**src/rtl/jk_pkg.sv**
```systemverilog
// Shared encodings for the JK bank controller: opcodes, FSM states, op legality.
package jk_pkg;

    localparam logic [2:0] OP_HOLD   = 3'b000;
    localparam logic [2:0] OP_SET    = 3'b001;
    localparam logic [2:0] OP_CLR    = 3'b010;
    localparam logic [2:0] OP_TOGGLE = 3'b011;
    localparam logic [2:0] OP_LOAD   = 3'b100;

    typedef enum logic [1:0] {
        ST_IDLE  = 2'd0,
        ST_DRIVE = 2'd1,
        ST_CHECK = 2'd2,
        ST_RESP  = 2'd3
    } state_e;

    // Codes above LOAD are reserved and rejected without touching the bank.
    function automatic logic op_illegal(input logic [2:0] op);
        return (op > OP_LOAD);
    endfunction

endpackage

```
**src/rtl/jk_bank_ctrl_if.sv**
```systemverilog
// Command/response bus of the JK bank controller.
interface jk_bank_ctrl_if #(
    parameter int N = 4
);
    logic         cmd_valid;
    logic         cmd_ready;
    logic [2:0]   cmd_op;
    logic [N-1:0] cmd_mask;
    logic [N-1:0] cmd_data;
    logic         rsp_valid;
    logic         rsp_err;
    logic [N-1:0] rsp_q;

    modport master (
        output cmd_valid, cmd_op, cmd_mask, cmd_data,
        input  cmd_ready, rsp_valid, rsp_err, rsp_q
    );

    modport slave (
        input  cmd_valid, cmd_op, cmd_mask, cmd_data,
        output cmd_ready, rsp_valid, rsp_err, rsp_q
    );
endinterface

```
**src/rtl/jk_excite.sv**
```systemverilog
// Per-bit JK excitation: free toggle, or the minimal J/K that moves q to target.
module jk_excite (
    input  logic q,
    input  logic target,
    input  logic toggle_mode,
    output logic j,
    output logic k
);
    // Toggle mode forces J=K=1; otherwise only a needed edge is driven, hold cases stay 0.
    always_comb begin
        if (toggle_mode) begin
            j = 1'b1;
            k = 1'b1;
        end else begin
            j = ~q & target;
            k = q & ~target;
        end
    end
endmodule

```
**src/rtl/jk_bank_ctrl.sv**
```systemverilog
// Drives J/K into an external flop bank, verifies Q feedback, retries, responds.
//
// state | meaning
// IDLE  | ready for a command; retry count cleared
// DRIVE | J/K presented to the bank for exactly one cycle
// CHECK | bank Q compared against the expected value
// RESP  | one-cycle response strobe
module jk_bank_ctrl
    import jk_pkg::*;
#(
    parameter int N         = 4,
    parameter int MAX_RETRY = 2
) (
    input  logic          clk,
    input  logic          rst,
    jk_bank_ctrl_if.slave bus,
    output logic [N-1:0]  jk_j,
    output logic [N-1:0]  jk_k,
    input  logic [N-1:0]  q_fb,
    output logic          busy
);
    localparam int RW = (MAX_RETRY > 0) ? $clog2(MAX_RETRY + 1) : 1;

    state_e        state_q, state_d;
    logic [RW-1:0] retry_cnt_q, retry_cnt_d;
    logic [N-1:0]  exp_q, exp_d;
    logic [N-1:0]  jk_j_q, jk_j_d;
    logic [N-1:0]  jk_k_q, jk_k_d;
    logic          rsp_valid_q, rsp_valid_d;
    logic          rsp_err_q, rsp_err_d;
    logic [N-1:0]  rsp_q_q, rsp_q_d;

    logic          idle;
    logic          cmd_ready;
    logic          accept;
    logic          q_mismatch;
    logic          retry_left;
    logic          toggle_first;
    logic [N-1:0]  exp_new;
    logic [N-1:0]  target;
    logic [N-1:0]  j_calc;
    logic [N-1:0]  k_calc;

    assign idle         = (state_q == ST_IDLE);
    assign cmd_ready    = idle && !rst;
    assign accept       = bus.cmd_valid && cmd_ready;
    assign q_mismatch   = (q_fb != exp_q);
    assign retry_left   = (retry_cnt_q < RW'(MAX_RETRY));
    assign toggle_first = idle && (bus.cmd_op == OP_TOGGLE);

    // Expected bank value for the command on the bus, relative to the accept-time Q.
    always_comb begin
        exp_new = q_fb;
        case (bus.cmd_op)
            OP_SET:    exp_new = q_fb | bus.cmd_mask;
            OP_CLR:    exp_new = q_fb & ~bus.cmd_mask;
            OP_TOGGLE: exp_new = q_fb ^ bus.cmd_mask;
            OP_LOAD:   exp_new = (q_fb & ~bus.cmd_mask) | (bus.cmd_data & bus.cmd_mask);
            default:   exp_new = q_fb;
        endcase
    end

    // Excitation target: fresh expectation when launching, stored one when retrying.
    assign target = idle ? exp_new : exp_q;

    for (genvar i = 0; i < N; i++) begin : g_bit
        jk_excite u_excite (
            .q           (q_fb[i]),
            .target      (target[i]),
            .toggle_mode (toggle_first & bus.cmd_mask[i]),
            .j           (j_calc[i]),
            .k           (k_calc[i])
        );
    end

    // State register and datapath flops; reset overrides everything.
    always_ff @(posedge clk) begin
        if (rst) begin
            state_q     <= ST_IDLE;
            retry_cnt_q <= '0;
            exp_q       <= '0;
            jk_j_q      <= '0;
            jk_k_q      <= '0;
            rsp_valid_q <= 1'b0;
            rsp_err_q   <= 1'b0;
            rsp_q_q     <= '0;
        end else begin
            state_q     <= state_d;
            retry_cnt_q <= retry_cnt_d;
            exp_q       <= exp_d;
            jk_j_q      <= jk_j_d;
            jk_k_q      <= jk_k_d;
            rsp_valid_q <= rsp_valid_d;
            rsp_err_q   <= rsp_err_d;
            rsp_q_q     <= rsp_q_d;
        end
    end

    // Next-state and retry bookkeeping.
    always_comb begin
        state_d     = state_q;
        retry_cnt_d = retry_cnt_q;
        case (state_q)
            ST_IDLE: begin
                retry_cnt_d = '0;
                if (accept) begin
                    state_d = op_illegal(bus.cmd_op) ? ST_RESP : ST_DRIVE;
                end
            end
            ST_DRIVE: state_d = ST_CHECK;
            ST_CHECK: begin
                if (!q_mismatch) begin
                    state_d = ST_RESP;
                end else if (retry_left) begin
                    retry_cnt_d = retry_cnt_q + RW'(1);
                    state_d     = ST_DRIVE;
                end else begin
                    state_d = ST_RESP;
                end
            end
            ST_RESP: begin
                retry_cnt_d = '0;
                state_d     = ST_IDLE;
            end
            default: state_d = ST_IDLE;
        endcase
    end

    // Registered outputs, loaded on the transition into the state that shows them.
    always_comb begin
        exp_d       = (idle && accept) ? exp_new : exp_q;
        jk_j_d      = (state_d == ST_DRIVE) ? j_calc : '0;
        jk_k_d      = (state_d == ST_DRIVE) ? k_calc : '0;
        rsp_valid_d = (state_d == ST_RESP);
        rsp_err_d   = 1'b0;
        rsp_q_d     = '0;
        if (state_d == ST_RESP) begin
            rsp_err_d = idle ? 1'b1 : q_mismatch;
            rsp_q_d   = idle ? '0 : q_fb;
        end
    end

    assign bus.cmd_ready = cmd_ready;
    assign bus.rsp_valid = rsp_valid_q;
    assign bus.rsp_err   = rsp_err_q;
    assign bus.rsp_q     = rsp_q_q;
    assign jk_j          = jk_j_q;
    assign jk_k          = jk_k_q;
    assign busy          = !idle;

endmodule

```
**src/flat_wrapper.sv**
```systemverilog
// flat-port wrapper written by rule: the top's interface ports become plain ports
module jk_bank_ctrl_flat import jk_pkg::*;
#(
    parameter int N         = 4,
    parameter int MAX_RETRY = 2
)
  (clk, rst, jk_j, jk_k, q_fb, busy, bus_cmd_valid, bus_cmd_op, bus_cmd_mask, bus_cmd_data, bus_cmd_ready, bus_rsp_valid, bus_rsp_err, bus_rsp_q);
  jk_bank_ctrl_if #(.N(N)) bus_i ();
  input  logic clk;
  input  logic rst;
  output logic [N-1:0] jk_j;
  output logic [N-1:0] jk_k;
  input  logic [N-1:0] q_fb;
  output logic busy;
  input wire logic [$bits(bus_i.cmd_valid)-1:0] bus_cmd_valid;
  input wire logic [$bits(bus_i.cmd_op)-1:0] bus_cmd_op;
  input wire logic [$bits(bus_i.cmd_mask)-1:0] bus_cmd_mask;
  input wire logic [$bits(bus_i.cmd_data)-1:0] bus_cmd_data;
  output wire logic [$bits(bus_i.cmd_ready)-1:0] bus_cmd_ready;
  output wire logic [$bits(bus_i.rsp_valid)-1:0] bus_rsp_valid;
  output wire logic [$bits(bus_i.rsp_err)-1:0] bus_rsp_err;
  output wire logic [$bits(bus_i.rsp_q)-1:0] bus_rsp_q;
  assign bus_i.cmd_valid = bus_cmd_valid;
  assign bus_i.cmd_op = bus_cmd_op;
  assign bus_i.cmd_mask = bus_cmd_mask;
  assign bus_i.cmd_data = bus_cmd_data;
  assign bus_cmd_ready = bus_i.cmd_ready;
  assign bus_rsp_valid = bus_i.rsp_valid;
  assign bus_rsp_err = bus_i.rsp_err;
  assign bus_rsp_q = bus_i.rsp_q;
  jk_bank_ctrl #(.N(N), .MAX_RETRY(MAX_RETRY)) u_core (.clk(clk), .rst(rst), .bus(bus_i), .jk_j(jk_j), .jk_k(jk_k), .q_fb(q_fb), .busy(busy));
endmodule
```
**config.mk**
```make
export PLATFORM = sky130hd
export DESIGN_NAME = jk_bank_ctrl_flat
export DESIGN_NICKNAME = d
export VERILOG_FILES = /design/src/rtl/jk_pkg.sv /design/src/rtl/jk_bank_ctrl_if.sv /design/src/rtl/jk_excite.sv /design/src/rtl/jk_bank_ctrl.sv /design/src/flat_wrapper.sv
export SDC_FILE = /design/constraint.sdc
export NUM_CORES = 1
export LEC_CHECK = 0
export BUFFER_PORTS_ARGS = -buffer_cell sky130_fd_sc_hd__clkbuf_2
export CORE_MARGIN = 2
export CORE_UTILIZATION = 49
export CTS_CLUSTER_SIZE = 8
export DETAILED_ROUTE_END_ITERATION = 16
export MAX_ROUTING_LAYER = met4
export PLACE_DENSITY = 0.74
export SYNTH_ARGS = -nofsm -noshare
export SYNTH_HDL_FRONTEND = slang
export SYNTH_SLANG_ARGS = --single-unit
```
**constraint.sdc**
```tcl
create_clock -name clk -period 2.5 [get_ports clk]
set_input_delay 0.375 -clock clk [delete_from_list [all_inputs] [get_ports clk]]
set_output_delay 0.375 -clock clk [all_outputs]
set_load 0.005 [all_outputs]
```
==> run summary <==
Synth cell types: 36
Die X: 57.8 um
htree depth: 1
hold_buf cts: 0
Max clock buf depth: 2
CTS resizes: 0
total gr overflow: 0
core region area: 2760 sq um
Residual DRC: 0
Setup Crit Path Kind: reg2reg
Final Cycle Share: 88.7%
Yosys reg bits: 22
clock transition at the registers of the reported paths: 0.12 ns
first-pass GRT wire length: 5750 um
Startpoint Class: register
worst-path fanout max: 12
global-route usage over all layers: 22.3%
GRT met3 Usage: 4.69%
Placement Setup Slack: 0.332 ns
layout overhead on the synthesized area: 16.4%
Tot Pwr: 1.29 mW
most common cell after layout, fill and taps aside: clkbuf_2
Ys Warns: 0
cts bufs inserted: 3
fin crit period: 2.22 ns
Inserted Diodes: 0
Post-synth EDFFs: 0
critical path data arrival time: 2.45 ns
CP Capture Type: register
drt pass-1 iters: 4
most frequent cells in the layout: 33 x clkbuf_2, 22 x dfxtp_1, 17 x inv_1
final instance area: 1650 sq um
setup TNS: 0 ns
FMAX: 451 MHz
share of cells above drive strength 1: 21.3%
CTS root buffer: clkbuf_4
Rows: 19
Final setup viols: 0
vias in the first global route: 1299
I/O Pins: 34
Worst Path Required: 2.74 ns
max incr delay on CP: 0.54 ns
via count: 1423
final hold vios: 0
Syn Area/Cell: 8.11 sq um
skew final: 0.00190 ns
Routed Wire Length: 3410 um
largest net degree at the start of global routing: 18
Post-DRT Antenna Nets: 0
RSZ-0062 raised after global routing: no
Hold Crit Class: in2reg
Die ar.: 3340 sq um
CTS Sinks: 22
DP Wirelength: 2700 um
sequential fraction of the synthesis area: 31.0%
PortBufs: 33
worst setup margin: 0.283 ns
Syn Inst Count: 175
Final Max Slew Viols: 0
post-DR wirelength/cell: 14.3 um
Final GP Congestion: 0.851
Post-synth ARST share: 0%
critical-path cell list: inv_1, ha_1, nand3b_4, a311o_1, or3_1, a31oi_1
Filler Cell Count: 253
Post-Place Cell Area: 1600 sq um
Pwr Density: 779 nW/um^2
postcts setup bufs: 0
worst slew pin tran: 0.535 ns
Primary FF master, synth: dfxtp_1
Worst slew margin: 64.1%
met2 GRT Util: 37.2%
nets@finish: 238
Mapped Nets: 205
vias per cell: 5.98
hold path cells: 2
Max-Cap Viols: 0
antenna violations before repair: 0
Initial Util: 51.5%
run status: finished clean
Peak VDD IR: 0.000739 V
gr busiest metal: met2
CTS tree: yes
worst reg2reg path depth: 6
Die H: 57.8 um
Synth Cell Area: 1420 sq um
Iteration-0 DRC Markers: 49
Pleak: 0.732 nW
worst-skew pair later-pin latency: 0.31 ns
met1 Use GR: 27.8%
slowest CP cell: or3_1
==> kinds of logic after synthesis <==
logic type | Yosys count | synth area share, %
fa+ha+maj | 12 | 10.6
xor+xnor | 5 | 3.09
mux | 5 | 3.62
flops | 22 | 31.0
compound gates | 47 | 21.6
buf+inv | 25 | 7.76
simple gates | 59 | 22.3
==> worst max-delay path: cells and delay by family, from the launching register on <==
kind / cells / cell delay (ns)
AND/OR/NAND/NOR: 2 / 0.69
flip-flops: 1 / 0.33
adder cells (fa/ha/maj): 1 / 0.25
AO/OA/AOI/OAI: 2 / 0.74
buffers and inverters: 1 / 0.13
==> synthesized netlist by cell type (all sizes together), types with 2 or more instances <==
master | instances | share of area (%)
a211oi | 7 | 3.7
a21oi | 9 | 3.2
a31oi | 7 | 3.5
buf | 3 | 1.9
clkbuf | 5 | 1.3
dfxtp | 22 | 31
ha | 12 | 11
inv | 17 | 4.5
mux2i | 4 | 2.8
nand2 | 13 | 3.4
nand3 | 8 | 2.8
nand3b | 5 | 3.5
nor2 | 13 | 3.4
nor3 | 2 | 0.71
nor3b | 2 | 1.1
nor4 | 3 | 1.3
o2111ai | 4 | 2.5
o21a | 2 | 1.1
o21ai | 12 | 4.2
or3 | 8 | 3.5
xnor2 | 5 | 3.1
==> final timing paths <==
check	start	end	slack, ns
max	u_core.state_q[0]	u_core.jk_j[1]	0.28
max reg2reg	u_core.state_q[0]	u_core.jk_j[1]	0.28
min reg2reg	u_core.retry_cnt_q[0]	u_core.retry_cnt_q[0]	0.55
min	rst	u_core.retry_cnt_q[1]	0.34
==> metrics by stage <==
step                      std cells  util [%]  hold WS, ns
after floorplan                 175         -        0.488
after global placement          234      58.0        0.508
after detailed placement        234      58.0        0.535
after CTS                       238      59.9        0.329
after global routing            238      59.9        0.354
final                           238      59.9        0.342
==> flip-flops by register name, indices dropped and copies added (netlist names) <==
register              count
u_core.bus.rsp_err        1
u_core.bus.rsp_q          4
u_core.bus.rsp_valid      1
u_core.exp_q              4
u_core.jk_j               4
u_core.jk_k               4
u_core.retry_cnt_q        2
u_core.state_q            2
==> routing by layer <==
layer	share of wire (%)	vias up
li1	-	698
met1	42	658
met2	49	63
met3	8.0	4
met4	0.59	0
met5	0	-
==> final cells by class <==
cell class | count | area [sq um] | share of cell area [%]
repair buffers | 36 | 188 | 11.4
inverters | 17 | 63.8 | 3.86
multi-input cells | 128 | 868 | 52.6
well taps | 31 | 38.8 | 2.35
clock inverters | 1 | 30.0 | 1.82
clock buffers | 3 | 22.5 | 1.36
flip-flops and latches | 22 | 440 | 26.7
==> where the power goes <==
group / switching, mW / total [mW] / internal [mW]
sequential: 0.0389 / 0.458 / 0.419
clock: 0.112 / 0.274 / 0.162
combinational: 0.344 / 0.554 / 0.211
(Power assumes the default switching activity.)
